$ cat src/rtl/tomasulo_pkg.sv
// ============================================================================
// Module   : tomasulo_pkg
// Brief    : Shared widths, function codes, RS entry layout and scheduler states.
// Revision : 1.0
// ============================================================================
`default_nettype none

package tomasulo_pkg;

    localparam int DATA_W = 8;
    localparam int TAG_W  = 3;

    localparam logic [3:0] FUNC_ADD = 4'b0000;
    localparam logic [3:0] FUNC_SUB = 4'b0001;

    typedef struct packed {
        logic              valid;
        logic [3:0]        func;
        logic [3:0]        rd;
        logic [TAG_W-1:0]  rob;
        logic              rdy1;
        logic [TAG_W-1:0]  tag1;
        logic [DATA_W-1:0] d1;
        logic              rdy2;
        logic [TAG_W-1:0]  tag2;
        logic [DATA_W-1:0] d2;
        logic [TAG_W-1:0]  age;
        logic              issued;
    } rs_entry_t;

    typedef enum logic [1:0] {
        IDLE  = 2'd0,
        ISSUE = 2'd1,
        WAIT  = 2'd2
    } sched_state_e;

endpackage

`default_nettype wire

$ cat src/rtl/rs_age_select.sv
// ============================================================================
// Module   : rs_age_select
// Brief    : Combinational picker returning the eligible entry with smallest age.
// Revision : 1.0
// ============================================================================
`default_nettype none

module rs_age_select
    import tomasulo_pkg::*;
#(
    parameter int N = 3
) (
    input  logic [N-1:0]       elig,
    input  logic [N*TAG_W-1:0] ages,
    output logic [TAG_W-1:0]   sel_idx,
    output logic               found
);

    logic [TAG_W-1:0] best;

    always_comb begin
        found   = 1'b0;
        sel_idx = '0;
        best    = '0;
        for (int i = 0; i < N; i++) begin
            if (elig[i] && (!found || ages[i*TAG_W +: TAG_W] < best)) begin
                found   = 1'b1;
                sel_idx = TAG_W'(i);
                best    = ages[i*TAG_W +: TAG_W];
            end
        end
    end

endmodule

`default_nettype wire

$ cat src/rtl/add_rs_sched.sv
// ============================================================================
// Module   : add_rs_sched
// Brief    : Add/sub reservation stations and issue scheduler for one exec unit.
//            ADD_SCHED_B2B_EN: issue straight from the last WAIT cycle.
// Revision : 1.0
// ============================================================================
`default_nettype none

module add_rs_sched
    import tomasulo_pkg::*;
#(
    parameter int RS_DEPTH = 3,
    parameter int EX_LAT   = 1
) (
    input  logic              clk,
    input  logic              rst_n,
    input  logic              alloc_valid,
    output logic              alloc_ready,
    input  logic [3:0]        alloc_func,
    input  logic [3:0]        alloc_rd,
    input  logic [TAG_W-1:0]  alloc_rob,
    input  logic              alloc_src1_rdy,
    input  logic              alloc_src2_rdy,
    input  logic [TAG_W-1:0]  alloc_src1_tag,
    input  logic [TAG_W-1:0]  alloc_src2_tag,
    input  logic [DATA_W-1:0] alloc_src1_data,
    input  logic [DATA_W-1:0] alloc_src2_data,
    input  logic              cdb_valid,
    input  logic [TAG_W-1:0]  cdb_tag,
    input  logic [DATA_W-1:0] cdb_data,
    output logic              ex_b,
    output logic [TAG_W-1:0]  ex_rs_index,
    output logic [DATA_W-1:0] ex_rs1_data,
    output logic [DATA_W-1:0] ex_rs2_data,
    output logic [3:0]        ex_func,
    output logic [3:0]        ex_rd,
    output logic [TAG_W-1:0]  ex_rob_ind,
    output logic              ex_busy,
    output logic [TAG_W-1:0]  add_count
);

    localparam int LAT_W = 4;

    rs_entry_t         ent_q [RS_DEPTH];
    rs_entry_t         ent_d [RS_DEPTH];
    sched_state_e      state_q, state_d;
    logic [LAT_W-1:0]  lat_q, lat_d;
    logic [TAG_W-1:0]  count_q, count_d;
    logic              ex_b_q, ex_b_d, ex_busy_q, ex_busy_d;
    logic [TAG_W-1:0]  ex_idx_q, ex_idx_d, ex_rob_q, ex_rob_d;
    logic [DATA_W-1:0] ex_d1_q, ex_d1_d, ex_d2_q, ex_d2_d;
    logic [3:0]        ex_func_q, ex_func_d, ex_rd_q, ex_rd_d;

    logic [RS_DEPTH-1:0]       elig;
    logic [RS_DEPTH*TAG_W-1:0] ages;
    logic [TAG_W-1:0]          sel_idx, alloc_idx, freed_age;
    logic                      found, alloc_fire, free_fire;

    for (genvar gi = 0; gi < RS_DEPTH; gi++) begin : g_pack
        assign elig[gi] = ent_q[gi].valid && ent_q[gi].rdy1 && ent_q[gi].rdy2 && !ent_q[gi].issued;
        assign ages[gi*TAG_W +: TAG_W] = ent_q[gi].age;
    end

    rs_age_select #(.N(RS_DEPTH)) u_sel (
        .elig    (elig),
        .ages    (ages),
        .sel_idx (sel_idx),
        .found   (found)
    );

    assign alloc_ready = (count_q < TAG_W'(RS_DEPTH));
    assign alloc_fire  = alloc_valid && alloc_ready;
    assign free_fire   = (state_q == WAIT) && (lat_q == LAT_W'(1));

    always_comb begin
        alloc_idx = '0;
        freed_age = '0;
        for (int i = RS_DEPTH - 1; i >= 0; i--) begin
            if (!ent_q[i].valid) alloc_idx = TAG_W'(i);
        end
        for (int i = 0; i < RS_DEPTH; i++) begin
            if (TAG_W'(i) == ex_idx_q) freed_age = ent_q[i].age;
        end
    end

    always_comb begin
        ent_d     = ent_q;
        state_d   = state_q;
        lat_d     = lat_q;
        count_d   = count_q;
        ex_b_d    = 1'b0;
        ex_busy_d = ex_busy_q;
        ex_idx_d  = ex_idx_q;
        ex_rob_d  = ex_rob_q;
        ex_d1_d   = ex_d1_q;
        ex_d2_d   = ex_d2_q;
        ex_func_d = ex_func_q;
        ex_rd_d   = ex_rd_q;

        case (state_q)
            IDLE: begin
                if (found) state_d = ISSUE;
            end
            ISSUE: begin
                ex_b_d    = 1'b1;
                ex_busy_d = 1'b1;
                lat_d     = LAT_W'(EX_LAT);
                ex_idx_d  = sel_idx;
                state_d   = WAIT;
                for (int i = 0; i < RS_DEPTH; i++) begin
                    if (TAG_W'(i) == sel_idx) begin
                        ex_rob_d        = ent_q[i].rob;
                        ex_d1_d         = ent_q[i].d1;
                        ex_d2_d         = ent_q[i].d2;
                        ex_func_d       = ent_q[i].func;
                        ex_rd_d         = ent_q[i].rd;
                        ent_d[i].issued = 1'b1;
                    end
                end
            end
            WAIT: begin
                if (free_fire) begin
                    ex_busy_d = 1'b0;
`ifdef ADD_SCHED_B2B_EN
                    state_d = found ? ISSUE : IDLE;
`else
                    state_d = IDLE;
`endif
                end else begin
                    lat_d = lat_q - LAT_W'(1);
                end
            end
            default: state_d = IDLE;
        endcase

        for (int i = 0; i < RS_DEPTH; i++) begin
            if (cdb_valid && ent_q[i].valid) begin
                if (!ent_q[i].rdy1 && ent_q[i].tag1 == cdb_tag) begin
                    ent_d[i].rdy1 = 1'b1;
                    ent_d[i].d1   = cdb_data;
                end
                if (!ent_q[i].rdy2 && ent_q[i].tag2 == cdb_tag) begin
                    ent_d[i].rdy2 = 1'b1;
                    ent_d[i].d2   = cdb_data;
                end
            end
            // Retiring entry leaves; younger entries close the age gap behind it.
            if (free_fire) begin
                if (TAG_W'(i) == ex_idx_q) begin
                    ent_d[i] = '0;
                end else if (ent_q[i].valid && ent_q[i].age > freed_age) begin
                    ent_d[i].age = ent_q[i].age - TAG_W'(1);
                end
            end
            if (alloc_fire && TAG_W'(i) == alloc_idx) begin
                ent_d[i].valid  = 1'b1;
                ent_d[i].func   = alloc_func;
                ent_d[i].rd     = alloc_rd;
                ent_d[i].rob    = alloc_rob;
                ent_d[i].tag1   = alloc_src1_tag;
                ent_d[i].tag2   = alloc_src2_tag;
                ent_d[i].rdy1   = alloc_src1_rdy || (cdb_valid && cdb_tag == alloc_src1_tag);
                ent_d[i].rdy2   = alloc_src2_rdy || (cdb_valid && cdb_tag == alloc_src2_tag);
                ent_d[i].d1     = alloc_src1_rdy ? alloc_src1_data : cdb_data;
                ent_d[i].d2     = alloc_src2_rdy ? alloc_src2_data : cdb_data;
                ent_d[i].age    = free_fire ? count_q - TAG_W'(1) : count_q;
                ent_d[i].issued = 1'b0;
            end
        end

        if (alloc_fire && !free_fire) begin
            count_d = count_q + TAG_W'(1);
        end else if (!alloc_fire && free_fire) begin
            count_d = count_q - TAG_W'(1);
        end
    end

    always_ff @(posedge clk or negedge rst_n) begin
        if (!rst_n) begin
            for (int i = 0; i < RS_DEPTH; i++) ent_q[i] <= '0;
            state_q   <= IDLE;
            lat_q     <= '0;
            count_q   <= '0;
            ex_b_q    <= 1'b0;
            ex_busy_q <= 1'b0;
            ex_idx_q  <= '0;
            ex_rob_q  <= '0;
            ex_d1_q   <= '0;
            ex_d2_q   <= '0;
            ex_func_q <= '0;
            ex_rd_q   <= '0;
        end else begin
            ent_q     <= ent_d;
            state_q   <= state_d;
            lat_q     <= lat_d;
            count_q   <= count_d;
            ex_b_q    <= ex_b_d;
            ex_busy_q <= ex_busy_d;
            ex_idx_q  <= ex_idx_d;
            ex_rob_q  <= ex_rob_d;
            ex_d1_q   <= ex_d1_d;
            ex_d2_q   <= ex_d2_d;
            ex_func_q <= ex_func_d;
            ex_rd_q   <= ex_rd_d;
        end
    end

    assign ex_b        = ex_b_q;
    assign ex_busy     = ex_busy_q;
    assign ex_rs_index = ex_idx_q;
    assign ex_rob_ind  = ex_rob_q;
    assign ex_rs1_data = ex_d1_q;
    assign ex_rs2_data = ex_d2_q;
    assign ex_func     = ex_func_q;
    assign ex_rd       = ex_rd_q;
    assign add_count   = count_q;

endmodule

`default_nettype wire

$ cat config.mk
export PLATFORM = sky130hd
export DESIGN_NAME = add_rs_sched
export DESIGN_NICKNAME = d
export VERILOG_FILES = /design/src/rtl/tomasulo_pkg.sv /design/src/rtl/rs_age_select.sv /design/src/rtl/add_rs_sched.sv
export SDC_FILE = /design/constraint.sdc
export NUM_CORES = 1
export LEC_CHECK = 0
export CAP_MARGIN = 10
export CORE_MARGIN = 4
export CORE_UTILIZATION = 44
export DETAILED_ROUTE_END_ITERATION = 8
export SYNTH_ARGS = -nofsm -noshare
export SYNTH_HDL_FRONTEND = slang
export SYNTH_SLANG_ARGS = --single-unit
$ cat constraint.sdc
create_clock -name clk -period 4.2 [get_ports clk]
set_input_delay 0.84 -clock clk [delete_from_list [all_inputs] [get_ports clk]]
set_output_delay 0.84 -clock clk [all_outputs]
set_load 0.005 [all_outputs]
==> results of run 1 <==
-- worst paths after layout --
path / start / to / cells past startpoint
min: ent_q[0] / ent_q[0] / 1
max: ent_q[80] / ent_q[80] / 14
max reg2reg: ent_q[80] / ent_q[80] / 14
min in group asynchronous: rst_n / lat_q[2] / 1
max in group asynchronous: rst_n / ent_q[34] / 2
min reg2reg: ent_q[0] / ent_q[0] / 1
-- logic make-up (layout without fill, tap and decap cells) --
| logic type | after synthesis | after routing | synth area share |
|---|---|---|---|
| other | 1 | 1 | 0.000460 |
| DFF | 160 | 160 | 0.491 |
| AOI/OAI and AO/OA | 209 | 209 | 0.191 |
| xor gates and xnor gates | 30 | 30 | 0.0322 |
| and+or+nand+nor | 133 | 133 | 0.0852 |
| adders and majority gates | 21 | 21 | 0.0322 |
| muxes | 95 | 95 | 0.117 |
| buffers and inverters | 94 | 178 | 0.0513 |
-- final cells by class --
cell class	instances	area (um^2)
multi-input combinational	489	3750
clock buffer	20	457
timing repair buffer	105	1010
tap	229	287
inverter	41	154
sequential	160	4010
fill	1581	8320
clock inverter	12	101
-- per-stage QoR --
stage           util  setup WS (ps)  std cells  hold WS [ps]  cell area (um^2)
2_1_floorplan      -            853        743           438              8150
3_3_place_gp   0.509            421       1024           463              9210
3_5_place_dp   0.509            207       1024           471              9210
4_1_cts        0.540            214       1056           494              9760
5_1_grt        0.540           4.55       1056           505              9770
6_report       0.540            234       1056           496              9770
-- sequential cells by signal, indices dropped and copies added, names as in the netlist --
register	count
ex_rs_index	2
state_q	2
ex_func	4
ex_busy	1
ex_b	1
ex_rob_ind	3
ent_q	111
ex_rd	4
add_count	3
ages	9
ex_rs2_data	8
lat_q	4
ex_rs1_data	8
-- worst max-delay path: cells and delay by family (launching register included) --
family / cells / cell delay [ps]
fa+ha+maj: 2 / 640
compound gates: 9 / 2150
flops: 1 / 400
simple gates: 3 / 700
-- power by group through the flow --
stage | clock, mW | combinational [mW] | sequential, mW
6_report | 1.46 | 3.38 | 2.81
3_5_place_dp | 0 | 3.38 | 2.81
5_1_grt | 1.56 | 3.73 | 2.89
2_1_floorplan | 0 | 2.31 | 2.64
3_3_place_gp | 0 | 3.26 | 2.79
4_1_cts | 1.49 | 3.40 | 2.80
-- per-layer routing --
layer	vias up	wire (um)	global-route usage
met3	23	1640	0.0437
met4	0	323	0.0644
met2	243	10800	0.365
li1	2872	-	-
met5	-	0	0
met1	3174	10400	0.327
-- cell usage in the layout, fill, tap and decap left out, types with 9 or more instances in the layout --
master,Yosys,final
dfrtp_1,160,159
mux2i_1,95,95
clkdlybuf4s50_1,0,83
o22ai_1,51,51
nor2_1,49,49
o21ai_0,42,42
a22o_1,42,42
inv_1,40,40
nand2_1,29,29
xor2_1,21,21
ha_1,21,21
buf_4,2,20
a221oi_1,17,17
clkbuf_16,0,17
a21oi_1,15,15
nor2b_1,14,14
a221oi_2,10,10
xnor2_1,9,9
-- timing repair --
action,in CTS,in global routing
hold endpoints to repair,0,0
hold buffers,0,0
resized for setup,0,1
endpoints found under the setup margin,0,3
==> run metrics, run 1 <==
outcome complete, no violations; Core Region 18100 um^2; worst setup path category reg -> reg; Least-Margin Pin Slew between 1000 and 1500 ps; final setup violating endpoints 0; Worst path slowest cell a31oi_4; final hold viol count 0; crit path launch type flop; Post-CTS Setup Bufs 0; r2r setup slk 230 ps; Post-synth ARST share 1.00; Post-synth top cells dfrtp_1 (160), mux2i_1 (95), o22ai_1 (51); Yosys Warn Count 0; largest cells by area after synthesis dfrtp_1 (49%), mux2i_1 (12%), a22o_1 (4.5%); total vias in the final route 6312; first-pass GRT wire length 37200 um; DR DRC count 0; vias in the first global route around 6700; Synth cell types 57; Post-Syn Nets 814; GPL Wtd Cong 0.830; 1st-pass router iterations 5; root buf cell clkbuf_16; Overall Power 7.65 mW; diode count 0; max incr delay on CP 950 ps; combinational fraction of design power 0.442; Setup Skew ~23 ps; Synth top area share 0.491; Critical Path RT 4560 ps; total I/O pin count 86; total grt overflow 0; Worst Setup End Kind flop; # rows 49; Total GRT Usage 0.231; Chip Height 144 um; die area 20800 um^2; Synth Area per Inst 11.0 um^2; Clock Tree Buf Depth 2; drt initial violations 484; Detailed Route WL 23200 um; CTS Buf Count 17; Post-synth EDFFs 0; cell with the most instances after synthesis dfrtp_1; post-synthesis sequential area ratio 0.491; initial antenna violation count 0; drt wl/cell 21.9 um; ANT nets after route 0; clock slew at reported path FFs 60 ps; count of pins over their slew limit 0; Port Buffer Count 84; Max IR drop VDD 367 uV; fin crit period 3970 ps; clock share of power 0.191; CTS tree done; CP arrival approximately 4300 ps; Total Nets Final 885; Area Overhead vs Synth 19.8%; number of max-cap violations 0; worst skew pair latency 440 ps; Final TNS setup 0 ps; fmax 252 MHz; Yosys top cell by area dfrtp_1; Worst Hold Class reg -> reg; initial core utilization 0.451; Vias per Instance 5.98; Switch Pwr 3.00 mW; P_leak ~4.1 nW; Post-Synthesis Cells roughly 740; switching share of power 0.392; Post-Syn Area 8150 um^2; Internal 4.65 mW; CP max FO 30; dpl hpwl 15100 um; Rel. slew slack 0.189; clk sinks 160; CP cell instances and4b_4 > nand2_1 > ha_1 > a21o_1 > a21o_1 > a21oi_4 > a21oi_1 > ha_1 > a21oi_1 > a21oi_1 > o31ai_1 > a31oi_4 > nor2b_1 > o21a_1; cell mode on critical path a21oi_1; Die Span X approximately 140 um; number of H-tree levels 4; Seq pwr share 0.368; layout cells sized above 1 0.0967; pin count of the biggest net entering global routing 98; Final period util 0.944; RSZ-0062 raised after global routing false; post-synthesis register bit count 160; Synth Flop Type dfrtp_1; pwr dens 783 nW/um^2
Note: power is estimated with default switching activity, not from simulation.
==> run 2, diff against run 1 <==
- PLACE_DENSITY_LB_ADDON: not set -> 0.05
==> run metrics, run 2 (synthesis results as in run 1) <==
Vias per Instance 5.88 (-1.6%); number of flip-flops in the largest register 111 (unchanged); layout cells sized above 1 0.100 (+0.00339); max incr delay on CP 970 ps (+20 ps); cell mode on critical path a21oi_1; Detailed Route WL 23200 um (about the same); 1st-pass router iterations 5 (unchanged); # rows 49 (unchanged); Worst Hold Class in -> async; clock slew at reported path FFs 70 ps (about the same); placed cell areas 9210 um^2 (about the same); Largest Register ent_q; worst skew pair latency 430 ps (about the same); drt initial violations 365 (-25%); Post-CTS Setup Bufs 0 (unchanged); initial antenna violation count 0 (unchanged); Final period util 0.927 (-0.0172); post-cts repair resize count 0 (unchanged); worst setup path category reg -> reg; worst reg2reg path startpoint ent_q[119]; drt wl/cell 21.9 um (-0.25%); die area 20800 um^2 (unchanged); root buf cell clkbuf_16; DR DRC count 0 (unchanged); pin count of the biggest net entering global routing 98 (unchanged); CTS Buf Count 17 (unchanged); CP delay by family, top compound AO/OA/AOI/OAI gates; clk sinks 160 (unchanged); Max IR drop VDD 315 uV (-14%); CP arrival 4260 ps (-70 ps); Clock Tree Buf Depth 2 (unchanged); Worst Setup End Kind flop; Reg2Reg Depth 14 (unchanged); RSZ-0062 raised after global routing false; Total GRT Usage 0.234 (+0.00264); dpl hpwl 15000 um (-0.49%); initial core utilization 0.451 (unchanged); Chip Height 144 um (unchanged); vias in the first global route 6583 (-1.2%); CP max FO 30 (unchanged); Rel. slew slack 0.176 (-0.0126); total vias in the final route 6222 (-1.4%); P_leak 4.15 nW (+0.87%); pwr dens 790 nW/um^2 (+0.83%); Overall Power 7.75 mW (+1.3%); cts hold-fix bufs 0 (unchanged); final setup violating endpoints 0 (unchanged); CP bufs+invs 0 (unchanged); crit path launch type flop; final hold viol count 0 (unchanged); total grt overflow 0 (unchanged); Setup Skew 11.6 ps (-11.4 ps); Core Region 18100 um^2 (unchanged); Die Span X 144 um (unchanged); Least-Margin Pin Slew 1240 ps (+19.0 ps); most frequent cells in the layout dfrtp_1 (160), mux2i_1 (95), clkdlybuf4s50_1 (83), o22ai_1 (51), nor2_1 (48); GPL Wtd Cong 0.864 (+4.1%); Port Buffer Count 84 (unchanged); fmax 257 MHz (+1.9%); fin crit period 3890 ps (-72.4 ps); outcome complete, no violations; count of pins over their slew limit 0 (unchanged); Critical Path RT 4570 ps (about the same); CP cell instances and4b_4 > nand2_1 > ha_1 > a21o_1 > a21o_1 > a21oi_4 > a21oi_1 > ha_1 > a21oi_1 > a21oi_1 > o31ai_1 > a31oi_4 > nor2b_1 > o21a_1; diode count 0 (unchanged); post-route cell area 9810 um^2 (+0.47%); Worst path slowest cell a31oi_4; number of H-tree levels 4 (unchanged); reg2reg end ent_q[80]; most common cell after layout, fill and taps aside dfrtp_1; Area Overhead vs Synth 20.4%; ANT nets after route 0 (unchanged); CTS tree done; total I/O pin count 86 (unchanged); Final TNS setup 0 ps (unchanged); r2r setup slk 310 ps (+70 ps); number of max-cap violations 0 (unchanged); Total Nets Final 887 (+0.23%); first-pass GRT wire length 37000 um (-0.56%)
run 2: worst max path at each step:
stage          depth (start not counted)  slack [ps]        endpoint       start
2_1_floorplan                         17         850       ent_q[80]   ent_q[80]
3_3_place_gp                          14         400       ent_q[80]   ent_q[80]
3_5_place_dp                          13         300        ex_rd[0]  ent_q[119]
4_1_cts                               13         280   ex_rob_ind[0]  ent_q[119]
5_1_grt                               13          10  ex_rs2_data[2]  ent_q[119]
6_report                              14         310       ent_q[80]  ent_q[119]
run 2: stage by stage:
step	hold WS (ps)	cells	util	setup WS, ps
after floorplan	438	743	-	853
after global placement	468	1026	0.509	400
after detailed placement	471	1026	0.509	297
after CTS	486	1058	0.543	282
after global routing	495	1058	0.543	13.5
final	490	1058	0.543	307
run 2: layer usage:
metal  GRT usage  up-vias  part of all wire
li1            -     2878                 -
met3      0.0417       36             0.050
met5           0        -                 0
met2       0.384      199              0.48
met4      0.0674        0             0.017
met1       0.319     3109              0.45
run 2: area by class of cell:
cell class,count,area (um^2)
Sequential cell,160,4000
Multi-Input combinational cell,489,3750
Inverter,41,154
Tap cell,229,287
Clock buffer,18,439
Timing Repair Buffer,107,1010
Fill cell,1553,8270
Clock inverter,14,161
run 2: power by group:
| part | internal (mW) | switching (mW) | total, mW |
|---|---|---|---|
| combinational | 1.59 | 1.80 | 3.38 |
| clock | 0.867 | 0.702 | 1.57 |
| sequential | 2.26 | 0.541 | 2.80 |
| total | 4.71 | 3.04 | 7.75 |
